$ cat src/rtl/fifo_pkg.sv
`default_nettype none
// ============================================================================
// Module      : fifo_pkg
// Description : Shared constants and helpers for the strobe-interface FIFOs.
// Revision    : 1.0 - initial release
// ============================================================================
package fifo_pkg;

    // Largest legal storage depth exponent accepted by the FIFOs
    localparam int FIFO_MAX_DEPTH_LOG2 = 12;

    // Pointer width: address bits plus one wrap bit
    function automatic int ptr_w(input int depth_log2);
        return depth_log2 + 1;
    endfunction

endpackage : fifo_pkg
`default_nettype wire

$ cat src/rtl/sync_fifo_ram.sv
`default_nettype none
// ============================================================================
// Module      : sync_fifo_ram
// Description : Simple dual-port storage array for sync_stb_fifo. One
//               synchronous write port; the read port is asynchronous when
//               SYNC_FIFO_FWFT_EN is defined, registered otherwise.
// Macros      : SYNC_FIFO_FWFT_EN
// Revision    : 1.0 - initial release
// ============================================================================
module sync_fifo_ram #(
    parameter int DATA_WIDTH = 32,
    parameter int ADDR_WIDTH = 4
) (
    input  logic                  clk,
    input  logic                  rst,
    input  logic                  i_we,
    input  logic [ADDR_WIDTH-1:0] i_waddr,
    input  logic [DATA_WIDTH-1:0] i_wdata,
    input  logic                  i_re,
    input  logic [ADDR_WIDTH-1:0] i_raddr,
    output logic [DATA_WIDTH-1:0] o_rdata
);

    localparam int DEPTH = 1 << ADDR_WIDTH;

    logic [DATA_WIDTH-1:0] mem_q [DEPTH];

    // Storage write port; contents deliberately not reset
    always_ff @(posedge clk) begin
        if (i_we) begin
            mem_q[i_waddr] <= i_wdata;
        end
    end

`ifdef SYNC_FIFO_FWFT_EN
    logic w_unused_re;
    assign w_unused_re = i_re;

    // Fall-through read: head word shown directly, forced to zero in reset
    assign o_rdata = rst ? '0 : mem_q[i_raddr];
`else
    logic [DATA_WIDTH-1:0] rdata_q;

    // Registered read: capture the addressed word only on an accepted pop
    always_ff @(posedge clk or posedge rst) begin
        if (rst) begin
            rdata_q <= '0;
        end else if (i_re) begin
            rdata_q <= mem_q[i_raddr];
        end
    end

    assign o_rdata = rdata_q;
`endif

endmodule : sync_fifo_ram
`default_nettype wire

$ cat src/rtl/sync_stb_fifo.sv
`default_nettype none
// ============================================================================
// Module      : sync_stb_fifo
// Description : Single-clock strobe-interface FIFO. Write/read strobes are
//               qualified by the registered not_full/not_empty flags, so
//               consumer back-pressure propagates upstream via not_full.
// Macros      : SYNC_FIFO_FWFT_EN (first-word fall-through read port)
// Revision    : 1.0 - initial release
// ============================================================================
module sync_stb_fifo
    import fifo_pkg::*;
#(
    parameter int DATA_WIDTH = 32,
    parameter int DEPTH_LOG2 = 4
) (
    input  logic                  clk,
    input  logic                  rst,
    input  logic [DATA_WIDTH-1:0] i_fifo_data,
    input  logic                  i_fifo_w_stb,
    output logic                  o_fifo_not_full,
    input  logic                  i_fifo_r_stb,
    output logic                  o_fifo_not_empty,
    output logic [DATA_WIDTH-1:0] o_fifo_data,
    output logic                  o_fifo_r_valid,
    output logic [DEPTH_LOG2:0]   o_fifo_count
);

    localparam int PTR_W = ptr_w(DEPTH_LOG2);

    generate
        if ((DEPTH_LOG2 < 1) || (DEPTH_LOG2 > FIFO_MAX_DEPTH_LOG2)) begin : g_bad_depth
            $error("sync_stb_fifo: DEPTH_LOG2 out of range 1..%0d", FIFO_MAX_DEPTH_LOG2);
        end
    endgenerate

    logic [PTR_W-1:0] wr_ptr_q, wr_ptr_d;
    logic [PTR_W-1:0] rd_ptr_q, rd_ptr_d;
    logic             w_empty;
    logic             w_full;
    logic             w_wr_acc;
    logic             w_rd_acc;

    // Flags come straight from the registered pointers; full means same slot
    // on opposite laps, so a same-cycle read cannot make room for a write
    assign w_empty  = (wr_ptr_q == rd_ptr_q);
    assign w_full   = (wr_ptr_q[PTR_W-1] != rd_ptr_q[PTR_W-1]) &&
                      (wr_ptr_q[PTR_W-2:0] == rd_ptr_q[PTR_W-2:0]);
    assign w_wr_acc = i_fifo_w_stb & ~w_full;
    assign w_rd_acc = i_fifo_r_stb & ~w_empty;

    // Next pointer values: advance on accepted strobes, wrap naturally
    always_comb begin
        wr_ptr_d = wr_ptr_q + {{(PTR_W-1){1'b0}}, w_wr_acc};
        rd_ptr_d = rd_ptr_q + {{(PTR_W-1){1'b0}}, w_rd_acc};
    end

    // Pointer registers; reset discards all stored words
    always_ff @(posedge clk or posedge rst) begin
        if (rst) begin
            wr_ptr_q <= '0;
            rd_ptr_q <= '0;
        end else begin
            wr_ptr_q <= wr_ptr_d;
            rd_ptr_q <= rd_ptr_d;
        end
    end

    assign o_fifo_not_full  = ~w_full;
    assign o_fifo_not_empty = ~w_empty;
    assign o_fifo_count     = wr_ptr_q - rd_ptr_q;

    sync_fifo_ram #(
        .DATA_WIDTH (DATA_WIDTH),
        .ADDR_WIDTH (DEPTH_LOG2)
    ) u_ram (
        .clk     (clk),
        .rst     (rst),
        .i_we    (w_wr_acc),
        .i_waddr (wr_ptr_q[PTR_W-2:0]),
        .i_wdata (i_fifo_data),
        .i_re    (w_rd_acc),
        .i_raddr (rd_ptr_q[PTR_W-2:0]),
        .o_rdata (o_fifo_data)
    );

`ifdef SYNC_FIFO_FWFT_EN
    assign o_fifo_r_valid = ~w_empty;
`else
    logic rd_valid_q;

    // One-cycle valid pulse following each accepted read
    always_ff @(posedge clk or posedge rst) begin
        if (rst) begin
            rd_valid_q <= 1'b0;
        end else begin
            rd_valid_q <= w_rd_acc;
        end
    end

    assign o_fifo_r_valid = rd_valid_q;
`endif

endmodule : sync_stb_fifo
`default_nettype wire

$ cat config.mk
export PLATFORM = sky130hd
export DESIGN_NAME = sync_stb_fifo
export DESIGN_NICKNAME = d
export VERILOG_FILES = /design/src/rtl/fifo_pkg.sv /design/src/rtl/sync_fifo_ram.sv /design/src/rtl/sync_stb_fifo.sv
export SDC_FILE = /design/constraint.sdc
export NUM_CORES = 1
export LEC_CHECK = 0
export CORE_MARGIN = 1.5
export CORE_UTILIZATION = 50
export CTS_BUF_LIST = sky130_fd_sc_hd__clkbuf_8
export CTS_CLUSTER_SIZE = 14
export DETAILED_ROUTE_END_ITERATION = 16
export PLACE_DENSITY = 0.67
export SYNTH_ARGS = -nofsm -noshare
export SYNTH_HDL_FRONTEND = slang
export SYNTH_SLANG_ARGS = --single-unit
$ cat constraint.sdc
create_clock -name clk -period 6.4 [get_ports clk]
set_input_delay 1.6 -clock clk [delete_from_list [all_inputs] [get_ports clk]]
set_output_delay 1.6 -clock clk [all_outputs]
set_load 0.005 [all_outputs]
==> results of run 1 <==
==> path summary, 6_finish.rpt <==
kind | startpoint | end | slack [ps] | cells past startpoint
setup / recovery | rd_ptr_q[1]$_DFF_PP0_ | o_fifo_count[3] | 1580 | 6
hold / removal | wr_ptr_q[4]$_DFF_PP0_ | wr_ptr_q[4]$_DFF_PP0_ | 540 | 1
setup reg to reg | rd_ptr_q[1]$_DFF_PP0_ | u_ram.mem_q[7][31]$_DFFE_PP_ | 2300 | 8
hold reg to reg | wr_ptr_q[4]$_DFF_PP0_ | wr_ptr_q[4]$_DFF_PP0_ | 540 | 1
max in group asynchronous | rst | rd_ptr_q[0]$_DFF_PP0_ | 4340 | 3
min in group asynchronous | rst | wr_ptr_q[4]$_DFF_PP0_ | 1520 | 3
==> state kept, by name, indices dropped and copies added (netlist names) <==
name,flops
wr_ptr_q,5
rd_ptr_q,5
o_fifo_r_valid,1
u_ram.o_rdata,32
u_ram.mem_q,512
==> layout make-up <==
cell class                 count  area [um2]  area share, %
clock buffer                 101        1390           5.71
clock inverter                62         368           1.51
inverter                      11        41.3          0.170
multi-input combinational    510        4500           18.5
sequential                   555       16500           67.6
tap                          539         674           2.77
timing repair buffer          96         908           3.73
==> synth_stat cells (3+ instances only) <==
cell type / number
inv_1: 11
o21ai_0: 3
buf_1: 3
xnor2_1: 8
o22ai_1: 63
a221oi_1: 32
nand2_1: 4
nor4_1: 3
edfxtp_1: 512
ha_1: 8
nor2_1: 75
buf_6: 11
dfrtp_1: 43
xor2_1: 3
nand3_1: 7
a31oi_1: 32
buf_2: 16
nor3_1: 3
o21ai_1: 29
mux4_2: 32
mux2i_1: 192
buf_4: 9
clkbuf_1: 22
==> metrics by stage <==
| stage | cell area, um2 | cells | setup slack [ps] | hold WS (ps) |
|---|---|---|---|---|
| after floorplan | 21300 | 1141 | 1070 | 501 |
| after CTS | 24300 | 1874 | 1510 | 542 |
| final | 24300 | 1874 | 1580 | 536 |
| after detailed placement | 22600 | 1711 | 2180 | 534 |
| after global routing | 24300 | 1874 | 1390 | 571 |
| after global placement | 22600 | 1711 | 2210 | 519 |
==> placed cells by master (no fill, tap or decap), types with 2 or more instances in the layout <==
| master | instances |
|---|---|
| edfxtp_1 | 512 |
| mux2i_1 | 192 |
| clkbuf_8 | 101 |
| clkdlybuf4s50_1 | 75 |
| nor2_1 | 65 |
| o22ai_1 | 63 |
| inv_1 | 47 |
| dfrtp_1 | 41 |
| mux4_2 | 32 |
| a221oi_1 | 32 |
| a31oi_1 | 32 |
| o21ai_1 | 29 |
| buf_4 | 21 |
| clkinv_2 | 14 |
| nor2_4 | 10 |
| xnor2_1 | 8 |
| ha_1 | 8 |
| nand3_1 | 6 |
| nand2_1 | 4 |
| bufinv_16 | 4 |
| clkinv_1 | 4 |
| xor2_1 | 3 |
| nor4_2 | 3 |
| nor3_2 | 3 |
| o21ai_0 | 3 |
| nand3b_1 | 2 |
| a21o_1 | 2 |
| a21oi_1 | 2 |
| nand2b_1 | 2 |
| clkinvlp_4 | 2 |
==> routing by layer <==
metal / wire length, um / GRT usage [%] / part of all wire [%] / up-vias
met2: 21200 / 33.0 / 50 / 273
li1: - / - / - / 4839
met1: 18700 / 26.7 / 44 / 5466
met4: 813 / 6.75 / 1.9 / 0
met5: 0 / 0 / 0 / -
met3: 1850 / 3.80 / 4.3 / 75
==> power by group through the flow <==
| stage | Clock (mW) | Combinational, mW | Sequential [mW] |
|---|---|---|---|
| finish | 2.93 | 2.99 | 4.78 |
| global route | 3.13 | 3.24 | 4.82 |
| CTS | 2.99 | 3.03 | 4.78 |
| detailed placement | 0 | 3.01 | 4.85 |
| global placement | 0 | 2.96 | 4.84 |
| floorplan | 0 | 2.15 | 4.67 |
==> cells by family after synthesis <==
kind of cell	Yosys count
DFF	555
AOI/OAI and AO/OA	165
adders and majority gates	9
and+or+nand+nor	101
buffers and inverters	76
xor gates and xnor gates	11
muxes	224
==> impl_metrics.prom, run 1 <==
# TYPE chip_impl_metric gauge
chip_impl_metric{name="drt_pass1_iterations",unit=""} 5
chip_impl_metric{name="synth_fa_ha_area_share",unit="%"} 0.564
chip_impl_metric{name="hold_fix_buffers_at_cts",unit=""} 0
chip_impl_metric{name="slew_violations",unit=""} 0
chip_impl_metric{name="route.detailed.vias_per_inst",unit=""} 5.68
chip_impl_metric{name="yosys-mux-area-fraction",unit="%"} 12.4
chip_impl_metric{name="power.switching",unit="mW"} 3.31
chip_impl_metric{name="timing.clock.skew",unit="ps"} 16.9
chip_impl_metric{name="peakVddDrop",unit="mV"} 0.291
chip_impl_metric{name="first_global_vias",unit=""} 11100
chip_impl_info{name="worstPathCellList",value="inv_1 -> ha_1 -> a21o_1 -> a21oi_1 -> xnor2_1 -> clkdlybuf4s50_1"} 1
chip_impl_metric{name="crit_buf_inv",unit=""} 2
chip_impl_metric{name="drt_initial_violations",unit=""} 785
chip_impl_metric{name="gp_routability_congestion",unit=""} 0.744
chip_impl_metric{name="drcViolationCount",unit=""} 0
chip_impl_metric{name="antenna_violating_nets_post_route",unit=""} 0
chip_impl_metric{name="antennaDiodeCount",unit=""} 0
chip_impl_metric{name="number_of_clock_buffers_inserted_by_tritoncts",unit=""} 87
chip_impl_metric{name="maxSlewHeadroom",unit="%"} 18.8
chip_impl_metric{name="die-height",unit="um"} 209
chip_impl_metric{name="yosysWarningCount",unit=""} 0
chip_impl_metric{name="slowest_delay",unit="ps"} 1140
chip_impl_metric{name="finish.utilization",unit="%"} 58.0
chip_impl_metric{name="synth_top_cell_area_share",unit="%"} 72.2
chip_impl_metric{name="yosys.area_share.simple",unit="%"} 2.03
chip_impl_metric{name="design.die.area",unit="um2"} 43800
chip_impl_metric{name="finalCritPeriodShare",unit="%"} 75.3
chip_impl_metric{name="worst-slew-pin-transition",unit="ps"} 1210
chip_impl_metric{name="netlist_instances",unit=""} 1141
chip_impl_info{name="setup.worst_path.end_class",value="output pin"} 1
chip_impl_metric{name="grt_start_max_net_pins",unit=""} 55
chip_impl_metric{name="mean_routed_wirelength_per_cell",unit="um"} 22.7
chip_impl_metric{name="cts.path.max_buffers",unit=""} 3
chip_impl_metric{name="power_density",unit="nW/um2"} 439
chip_impl_metric{name="synth-edff-count",unit=""} 512
chip_impl_metric{name="synth_area",unit="um2"} 21300
chip_impl_info{name="critPathKind",value="reg -> out"} 1
chip_impl_metric{name="grt_first_pass_wirelength",unit="mm"} 65.2
chip_impl_info{name="cp-start-kind",value="register"} 1
chip_impl_metric{name="core",unit="um2"} 41900
chip_impl_info{name="tritoncts",value="built"} 1
chip_impl_metric{name="cap_viol_max_count",unit=""} 0
chip_impl_info{name="holdCritPathClass",value="reg -> reg"} 1
chip_impl_metric{name="power.switching_fraction",unit="%"} 31.0
chip_impl_info{name="combinational_family_with_the_most_area_after_synthesis",value="multiplexers"} 1
chip_impl_info{name="clk_root_buffer_cell",value="clkbuf_8"} 1
chip_impl_metric{name="placementRows",unit=""} 75
chip_impl_metric{name="floorplan.initialDensity",unit="%"} 50.8
chip_impl_info{name="setup_repair_after_global_routing_missed_its_margin",value="false"} 1
chip_impl_metric{name="async_reset_ff_share",unit="%"} 7.75
chip_impl_metric{name="antenna_found_initial",unit=""} 0
chip_impl_info{name="ys_dominant_reg_cell",value="edfxtp_1"} 1
chip_impl_metric{name="setup_total_negative_slack",unit="ps"} 0
chip_impl_metric{name="area_growth",unit="%"} 14.3
chip_impl_metric{name="timing_hold_violations_final",unit=""} 0
chip_impl_metric{name="finalPower",unit="mW"} 10.7
chip_impl_info{name="post_synth_main_area_contributors",value="edfxtp_1 72%, mux2i_1 9.0%, dfrtp_1 5.1%"} 1
chip_impl_metric{name="cts.sinks",unit=""} 555
chip_impl_info{name="synth.largest_area_cell",value="edfxtp_1"} 1
chip_impl_metric{name="vias",unit=""} 10700
chip_impl_metric{name="pin_count",unit=""} 76
chip_impl_metric{name="critical_path.max_fanout",unit=""} 42
chip_impl_metric{name="fmax",unit="GHz"} 0.207
chip_impl_info{name="cpLargestDelayFamily",value="flip-flops"} 1
chip_impl_metric{name="power_report.internal_total",unit="mW"} 7.39
chip_impl_metric{name="synth-seq-cells",unit=""} 555
chip_impl_metric{name="power_leakage",unit="nW"} 8.47
chip_impl_metric{name="synthesis.area_per_instance",unit="um2"} 18.7
chip_impl_metric{name="io_buffer_count",unit=""} 75
chip_impl_info{name="run_status",value="complete, no violations"} 1
chip_impl_metric{name="wirelength",unit="mm"} 42.6
chip_impl_metric{name="h-tree-depth",unit=""} 3
chip_impl_info{name="crit_path_top_delay_cell",value="dfrtp_2"} 1
chip_impl_metric{name="worst-endpoint-required",unit="ps"} 4800
chip_impl_metric{name="timing.final.setup_violations",unit=""} 0
chip_impl_metric{name="synthesized_area_fraction_occupied_by_xor_and_xnor_cells",unit="%"} 0.452
chip_impl_metric{name="layout_cell_share_with_drive_strength_beyond_1",unit="%"} 14.8
chip_impl_metric{name="path_clk_slew",unit="ps"} 60
chip_impl_metric{name="dieWidth",unit="um"} 209
chip_impl_metric{name="minimum_clock_period",unit="ps"} 4820
chip_impl_metric{name="postSynthNetCount",unit=""} 1186
chip_impl_metric{name="synth_seq_area_share",unit="%"} 77.2
chip_impl_metric{name="postCtsResizedCells",unit=""} 0
chip_impl_metric{name="compound_gate_fraction_of_synth_area",unit="%"} 5.07
chip_impl_metric{name="gr-usage-all-layers",unit="%"} 19.9
chip_impl_metric{name="dpl.hpwl",unit="mm"} 22.9
chip_impl_metric{name="power.combinational.fraction",unit="%"} 28.0
chip_impl_metric{name="clock_latency",unit="ps"} 620
chip_impl_metric{name="share_seq_of_total_power",unit="%"} 44.7
chip_impl_metric{name="cts_post_setup_buffers_inserted",unit=""} 0
chip_impl_metric{name="grt_overflow",unit=""} 0
chip_impl_metric{name="fin_nets",unit=""} 1306
chip_impl_metric{name="cp.arrival",unit="ps"} 3220
chip_impl_metric{name="layout.filler_cells",unit=""} 3153
chip_impl_metric{name="power_frac_clock",unit="%"} 27.4
chip_impl_metric{name="yosysUniqueCellTypes",unit=""} 36
No activity file was read; power rests on OpenSTA's default activity.
==> inputs of run 2 (changes only) <==
==> constraint.sdc (replaced) <==
create_clock -name clk -period 5.02 [get_ports clk]
set_input_delay 1.255 -clock clk [delete_from_list [all_inputs] [get_ports clk]]
set_output_delay 1.255 -clock clk [all_outputs]
set_load 0.005 [all_outputs]
==> impl_metrics.prom, run 2 (same netlist as run 1, synthesis figures left out) <==
# TYPE chip_impl_metric gauge
chip_impl_metric{name="met2_routed_length",unit="mm"} 22.7
chip_impl_info{name="startpoint_of_the_tightest_hold_check_path",value="wr_ptr_q[4]$_DFF_PP0_"} 1
chip_impl_metric{name="worst-endpoint-required",unit="ps"} 3760
chip_impl_metric{name="drcViolationCount",unit=""} 0
chip_impl_info{name="worst_r2r_startpoint",value="rd_ptr_q[0]$_DFF_PP0_"} 1
chip_impl_info{name="critPathKind",value="reg -> out"} 1
chip_impl_metric{name="power_report.internal_total",unit="mW"} 9.53
chip_impl_metric{name="timing.final.setup_violations",unit=""} 0
chip_impl_metric{name="core",unit="um2"} 41900
chip_impl_metric{name="largest_register_ff_count",unit=""} 512
chip_impl_metric{name="timing.clock.skew",unit="ps"} 24.3
chip_impl_metric{name="cts_post_setup_buffers_inserted",unit=""} 0
chip_impl_metric{name="grt_overflow",unit=""} 0
chip_impl_metric{name="reg2regPathDepth",unit=""} 5
chip_impl_metric{name="antenna_violating_nets_post_route",unit=""} 0
chip_impl_metric{name="finish.utilization",unit="%"} 58.2
chip_impl_metric{name="postLayoutSetupSlackWorst",unit="ps"} 967
chip_impl_metric{name="fmax",unit="GHz"} 0.247
chip_impl_info{name="reg2reg_to",value="u_ram.o_rdata[4]$_DFFE_PP0P_"} 1
chip_impl_info{name="cp-start-kind",value="register"} 1
chip_impl_info{name="setup_repair_after_global_routing_missed_its_margin",value="false"} 1
chip_impl_metric{name="power.switching",unit="mW"} 4.38
chip_impl_info{name="setup.worst_path.end_class",value="output pin"} 1
chip_impl_metric{name="vias",unit=""} 10900
chip_impl_metric{name="mean_routed_wirelength_per_cell",unit="um"} 24.7
chip_impl_metric{name="finalHoldWorstSlack",unit="ps"} 525
chip_impl_metric{name="cts.path.max_buffers",unit=""} 3
chip_impl_metric{name="timing_hold_violations_final",unit=""} 0
chip_impl_metric{name="power_frac_clock",unit="%"} 27.9
chip_impl_metric{name="layout_cell_share_with_drive_strength_beyond_1",unit="%"} 15.4
chip_impl_metric{name="path_clk_slew",unit="ps"} 60
chip_impl_metric{name="first_global_vias",unit=""} 11100
chip_impl_info{name="clk_root_buffer_cell",value="clkbuf_8"} 1
chip_impl_metric{name="grt_first_pass_wirelength",unit="mm"} 69.1
chip_impl_metric{name="power_density",unit="nW/um2"} 569
chip_impl_metric{name="share_seq_of_total_power",unit="%"} 43.1
chip_impl_metric{name="area_growth",unit="%"} 14.7
chip_impl_metric{name="drt_pass1_iterations",unit=""} 5
chip_impl_metric{name="critical_path.max_fanout",unit=""} 13
chip_impl_metric{name="setup_slack_after_placement",unit="ps"} 1220
chip_impl_metric{name="clock_latency",unit="ps"} 640
chip_impl_info{name="register_with_the_highest_flop_count",value="u_ram.mem_q"} 1
chip_impl_info{name="highest-signal-layer",value="met4"} 1
chip_impl_info{name="layout_common_cells",value="512 x edfxtp_1, 192 x mux2i_1, 97 x clkbuf_8"} 1
chip_impl_metric{name="wirelength",unit="mm"} 46.5
chip_impl_metric{name="cts.sinks",unit=""} 555
chip_impl_metric{name="peakVddDrop",unit="mV"} 0.302
chip_impl_metric{name="crit_buf_inv",unit=""} 2
chip_impl_metric{name="design.die.area",unit="um2"} 43800
chip_impl_metric{name="slew_violations",unit=""} 0
chip_impl_metric{name="timing.reg2reg.setup_slack",unit="ps"} 1480
chip_impl_metric{name="power_leakage",unit="nW"} 8.48
chip_impl_metric{name="cap_viol_max_count",unit=""} 0
chip_impl_metric{name="die-height",unit="um"} 209
chip_impl_metric{name="finalCritPeriodShare",unit="%"} 80.7
chip_impl_metric{name="minimum_clock_period",unit="ps"} 4050
chip_impl_metric{name="power.switching_fraction",unit="%"} 31.5
chip_impl_metric{name="worst-slew-pin-transition",unit="ps"} 1120
chip_impl_metric{name="drt_initial_violations",unit=""} 943
chip_impl_metric{name="grt_start_max_net_pins",unit=""} 62
chip_impl_metric{name="floorplan.initialDensity",unit="%"} 50.8
chip_impl_info{name="holdCritPathClass",value="reg -> reg"} 1
chip_impl_info{name="tritoncts",value="built"} 1
chip_impl_metric{name="gp_routability_congestion",unit=""} 0.776
chip_impl_info{name="worstPathCellList",value="ha_1 -> fa_1 -> inv_1 -> a21o_1 -> a21oi_1 -> xnor2_1 -> clkdlybuf4s50_1"} 1
chip_impl_metric{name="placementRows",unit=""} 75
chip_impl_metric{name="route.detailed.vias_per_inst",unit=""} 5.78
chip_impl_metric{name="count_of_cell_instances_traversed_by_the_critical_path",unit=""} 7
chip_impl_info{name="crit_path_top_delay_cell",value="dfrtp_4"} 1
chip_impl_metric{name="met3_length",unit="mm"} 2.71
chip_impl_metric{name="h-tree-depth",unit=""} 3
chip_impl_metric{name="postCtsResizedCells",unit=""} 0
chip_impl_info{name="mostFrequentLayoutCell",value="edfxtp_1"} 1
chip_impl_metric{name="antennaDiodeCount",unit=""} 0
chip_impl_metric{name="dieWidth",unit="um"} 209
chip_impl_metric{name="io_buffer_count",unit=""} 75
chip_impl_metric{name="dpl.hpwl",unit="mm"} 26.3
chip_impl_metric{name="maxSlewHeadroom",unit="%"} 25.0
chip_impl_metric{name="slowest_delay",unit="ps"} 580
chip_impl_metric{name="number_of_clock_buffers_inserted_by_tritoncts",unit=""} 89
chip_impl_metric{name="power.combinational.fraction",unit="%"} 29.0
chip_impl_metric{name="pin_count",unit=""} 76
chip_impl_metric{name="antenna_found_initial",unit=""} 0
chip_impl_metric{name="gr-usage-all-layers",unit="%"} 21.6
chip_impl_metric{name="fin_nets",unit=""} 1313
chip_impl_info{name="cp-startpoint",value="rd_ptr_q[0]$_DFF_PP0_"} 1
chip_impl_metric{name="cp.arrival",unit="ps"} 2800
chip_impl_info{name="timing.critical_path.to",value="o_fifo_count[4]"} 1
chip_impl_info{name="cpLargestDelayFamily",value="adder cells"} 1
chip_impl_metric{name="hold_fix_buffers_at_cts",unit=""} 0
chip_impl_metric{name="routedLengthMet1",unit="mm"} 20.2
chip_impl_info{name="run_status",value="complete, no violations"} 1
[run 2: worst min-delay path by stage]
| stage | depth (start not counted) | slack [ps] | endpoint |
|---|---|---|---|
| after floorplan | 1 | 500 | wr_ptr_q[4]$_DFF_PP0_ |
| after global placement | 1 | 520 | rd_ptr_q[4]$_DFF_PP0_ |
| after detailed placement | 1 | 530 | wr_ptr_q[4]$_DFF_PP0_ |
| after CTS | 1 | 530 | wr_ptr_q[4]$_DFF_PP0_ |
| after global routing | 2 | 580 | u_ram.o_rdata[14]$_DFFE_PP0P_ |
| final | 1 | 520 | wr_ptr_q[4]$_DFF_PP0_ |
[run 2: worst reg2reg max path: cells and delay by family, from the launching register on]
kind | cells | cell delay, ps
DFF | 1 | 560
muxes | 1 | 650
AOI/OAI and AO/OA | 2 | 330
buffers and inverters | 2 | 1850
[run 2: metrics by stage]
stage                     power [mW]  cells  instance area (um2)  setup TNS, ps
after floorplan                 8.70   1141                21300         -30070
after global routing            14.5   1880                24400              0
after global placement          10.1   1716                22600              0
after detailed placement        10.1   1716                22600              0
after CTS                       14.0   1880                24400              0
final                           13.9   1880                24400              0
[run 2: final cells by class]
class / instances / area [um2]
timing repair buffer: 101 / 946
inverter: 11 / 41.3
clock buffer: 97 / 1340
clock inverter: 67 / 474
sequential: 555 / 16500
multi-input combinational: 510 / 4500
tap: 539 / 674
fill: 3125 / 17500
[run 2: routing by layer]
layer | vias to the layer above | global-route usage (%)
met5 | - | 0
met4 | 0 | 7.20
met3 | 75 | 4.26
met2 | 316 | 34.9
met1 | 5622 | 29.6
li1 | 4859 | -
[run 2: power groups by stage]
stage | Sequential, mW | Combinational (mW) | Clock (mW)
finish | 5.99 | 4.03 | 3.89
global route | 6.04 | 4.33 | 4.16
CTS | 6.00 | 4.07 | 3.96
detailed placement | 6.09 | 4.06 | 0
global placement | 6.07 | 4.03 | 0
floorplan | 5.96 | 2.75 | 0
==> inputs of run 3 (changes only) <==
--- a/config.mk
+++ b/config.mk
@@ -10,7 +10,7 @@
 export CTS_BUF_LIST = sky130_fd_sc_hd__clkbuf_8
 export CTS_CLUSTER_SIZE = 14
 export DETAILED_ROUTE_END_ITERATION = 16
-export PLACE_DENSITY = 0.67
+export PLACE_DENSITY = 0.7
 export SYNTH_ARGS = -nofsm -noshare
 export SYNTH_HDL_FRONTEND = slang
 export SYNTH_SLANG_ARGS = --single-unit
==> constraint.sdc (replaced) <==
create_clock -name clk -period 3.3 [get_ports clk]
set_input_delay 0.825 -clock clk [delete_from_list [all_inputs] [get_ports clk]]
set_output_delay 0.825 -clock clk [all_outputs]
set_load 0.005 [all_outputs]
==> impl_metrics.prom, run 3 (same netlist as run 1, synthesis figures left out) <==
# TYPE chip_impl_metric gauge
chip_impl_metric{name="die-height",unit="um"} 209
chip_impl_metric{name="drt_pass1_iterations",unit=""} 6
chip_impl_metric{name="drcViolationCount",unit=""} 0
chip_impl_metric{name="layout.filler_cells",unit=""} 3059
chip_impl_metric{name="gp_routability_congestion",unit=""} 0.753
chip_impl_info{name="setup_repair_after_global_routing_missed_its_margin",value="false"} 1
chip_impl_metric{name="pin_count",unit=""} 76
chip_impl_metric{name="share_seq_of_total_power",unit="%"} 42.6
chip_impl_metric{name="antenna_found_initial",unit=""} 0
chip_impl_metric{name="cts.path.max_buffers",unit=""} 3
chip_impl_info{name="cp-startpoint",value="wr_ptr_q[0]$_DFF_PP0_"} 1
chip_impl_metric{name="first_global_vias",unit=""} 11500
chip_impl_metric{name="power.switching_fraction",unit="%"} 31.9
chip_impl_info{name="setup.worst_path.end_class",value="output pin"} 1
chip_impl_metric{name="power_density",unit="nW/um2"} 850
chip_impl_metric{name="timing.reg2reg.setup_slack",unit="ps"} 540
chip_impl_metric{name="finalHoldWorstSlack",unit="ps"} 525
chip_impl_metric{name="cts.sinks",unit=""} 555
chip_impl_metric{name="placementRows",unit=""} 75
chip_impl_metric{name="route.detailed.vias_per_inst",unit=""} 5.77
chip_impl_metric{name="gr-usage-all-layers",unit="%"} 21.5
chip_impl_metric{name="drt_initial_violations",unit=""} 883
chip_impl_metric{name="finalCritPeriodShare",unit="%"} 96.2
chip_impl_metric{name="power_leakage",unit="nW"} 8.62
chip_impl_metric{name="clock_latency",unit="ps"} 640
chip_impl_metric{name="finalPower",unit="mW"} 21.0
chip_impl_metric{name="slew_violations",unit=""} 0
chip_impl_metric{name="timing_hold_violations_final",unit=""} 0
chip_impl_metric{name="core",unit="um2"} 41900
chip_impl_metric{name="placement.cell_area",unit="um2"} 23000
chip_impl_metric{name="dp_cells",unit=""} 1743
chip_impl_info{name="mostFrequentLayoutCell",value="edfxtp_1"} 1
chip_impl_metric{name="fmax",unit="GHz"} 0.315
chip_impl_metric{name="power.switching",unit="mW"} 6.69
chip_impl_metric{name="layout_cell_share_with_drive_strength_beyond_1",unit="%"} 16.9
chip_impl_metric{name="minimum_clock_period",unit="ps"} 3180
chip_impl_metric{name="timing.clock.skew",unit="ps"} 27.6
chip_impl_info{name="reg2reg_to",value="u_ram.mem_q[2][31]$_DFFE_PP_"} 1
chip_impl_metric{name="cap_viol_max_count",unit=""} 0
chip_impl_metric{name="finalInstanceArea",unit="um2"} 24700
chip_impl_metric{name="reg2regPathDepth",unit=""} 9
chip_impl_metric{name="largest_register_ff_count",unit=""} 512
chip_impl_metric{name="area_growth",unit="%"} 15.9
chip_impl_metric{name="postLayoutSetupSlackWorst",unit="ps"} 124
chip_impl_info{name="holdCritPathClass",value="in -> async"} 1
chip_impl_metric{name="h-tree-depth",unit=""} 3
chip_impl_metric{name="peakVddDrop",unit="mV"} 0.588
chip_impl_metric{name="path_clk_slew",unit="ps"} 60
chip_impl_metric{name="fin_nets",unit=""} 1341
chip_impl_metric{name="antennaDiodeCount",unit=""} 0
chip_impl_metric{name="dpl.hpwl",unit="mm"} 26.0
chip_impl_metric{name="hold_fix_buffers_at_cts",unit=""} 0
chip_impl_metric{name="design.die.area",unit="um2"} 43800
chip_impl_metric{name="floorplan.initialDensity",unit="%"} 50.8
chip_impl_metric{name="setup_slack_after_placement",unit="ps"} 338
chip_impl_info{name="clk_root_buffer_cell",value="clkbuf_8"} 1
chip_impl_metric{name="timing.final.setup_violations",unit=""} 0
chip_impl_metric{name="grt_overflow",unit=""} 0
chip_impl_metric{name="wirelength",unit="mm"} 45.9
chip_impl_metric{name="power_frac_clock",unit="%"} 26.4
chip_impl_metric{name="vias",unit=""} 11000
chip_impl_metric{name="dieWidth",unit="um"} 209
chip_impl_metric{name="grt_start_max_net_pins",unit=""} 122
chip_impl_info{name="register_with_the_highest_flop_count",value="u_ram.mem_q"} 1
chip_impl_info{name="critPathKind",value="reg -> out"} 1
chip_impl_metric{name="power_report.internal_total",unit="mW"} 14.3
chip_impl_info{name="run_status",value="complete, no violations"} 1
chip_impl_metric{name="finish.utilization",unit="%"} 58.8
chip_impl_info{name="cp-start-kind",value="register"} 1
chip_impl_metric{name="cp.arrival",unit="ps"} 2350
chip_impl_metric{name="maxSlewHeadroom",unit="%"} 29.1
chip_impl_metric{name="power.combinational.fraction",unit="%"} 31.0
chip_impl_metric{name="grt_first_pass_wirelength",unit="mm"} 69.6
chip_impl_metric{name="instances_no_fill",unit=""} 1910
chip_impl_metric{name="worst-slew-pin-transition",unit="ps"} 1060
chip_impl_metric{name="mean_routed_wirelength_per_cell",unit="um"} 24.0
chip_impl_metric{name="worst-endpoint-required",unit="ps"} 2470
chip_impl_info{name="layout_common_cells",value="512 x edfxtp_1, 192 x mux2i_1, 102 x clkbuf_8"} 1
chip_impl_metric{name="number_of_clock_buffers_inserted_by_tritoncts",unit=""} 89
chip_impl_metric{name="antenna_violating_nets_post_route",unit=""} 0
chip_impl_metric{name="critical_path.max_fanout",unit=""} 3
chip_impl_info{name="worst_r2r_startpoint",value="rd_ptr_q[3]$_DFF_PP0_"} 1
chip_impl_metric{name="setup_total_negative_slack",unit="ps"} 0
chip_impl_metric{name="io_buffer_count",unit=""} 75
chip_impl_info{name="tritoncts",value="built"} 1
==> run 3: cell count changes in the layout (fill, tap and decap cells not counted), moves of 3 or more <==
cell             delta
buf_12              +7
nor3_2              -3
nor4_2              -3
nor3_4              +3
clkbuf_8            +5
clkinv_1            +7
inv_1               +3
nor4_4              +3
bufinv_16           -6
clkdlybuf4s50_1     -3
buf_4              +21
clkinv_2           -10
==> run 3: worst max-delay path by stage <==
| stage | to | slack, ps | depth (start not counted) |
|---|---|---|---|
| 6_report | o_fifo_count[1] | 120 | 5 |
| 5_1_grt | o_fifo_not_full | 7 | 5 |
| 4_1_cts | o_fifo_count[1] | 20 | 4 |
| 3_5_place_dp | u_ram.mem_q[2][1]$_DFFE_PP_ | 340 | 6 |
| 3_3_place_gp | u_ram.mem_q[2][1]$_DFFE_PP_ | 360 | 6 |
| 2_1_floorplan | u_ram.mem_q[10][0]$_DFFE_PP_ | -40 | 10 |
==> run 3: worst max-delay path, cell delays in order, from the launching register on <==
cell and delay [ps]:
dfrtp_1 380, inv_1 110, ha_2 200, fa_2 450
inv_1 70, clkdlybuf4s50_1 490
==> run 3: power groups by stage <==
stage	logic, mW	clock network (mW)	registers, mW
after global routing	6.99	5.98	9.00
final	6.51	5.55	8.93
after global placement	6.48	0	9.04
after CTS	6.56	5.66	8.95
after floorplan	4.25	0	9.06
after detailed placement	6.56	0	9.09
==> run 3: layer usage <==
layer | share of wire, % | vias up | global-route usage, %
li1 | - | 4925 | -
met1 | 43 | 5691 | 28.6
met2 | 49 | 335 | 35.2
met3 | 5.4 | 75 | 4.01
met4 | 2.6 | 0 | 8.57
met5 | 0 | - | 0
==> run 3: layout make-up <==
class	instances	area [um2]	area share [%]
repair buffers	129	1240	5.04
clock buffers	102	1400	5.69
inverters	11	41.3	0.167
multi-input cells	510	4560	18.5
well taps	539	674	2.73
clock inverters	64	303	1.23
flip-flops and latches	555	16500	66.7
==> run 3: repair_timing <==
action	CTS	global route
buffers inserted	0	1
gates resized for setup	4	2
setup endpoints to repair	3	3
hold endpoints to repair	0	0
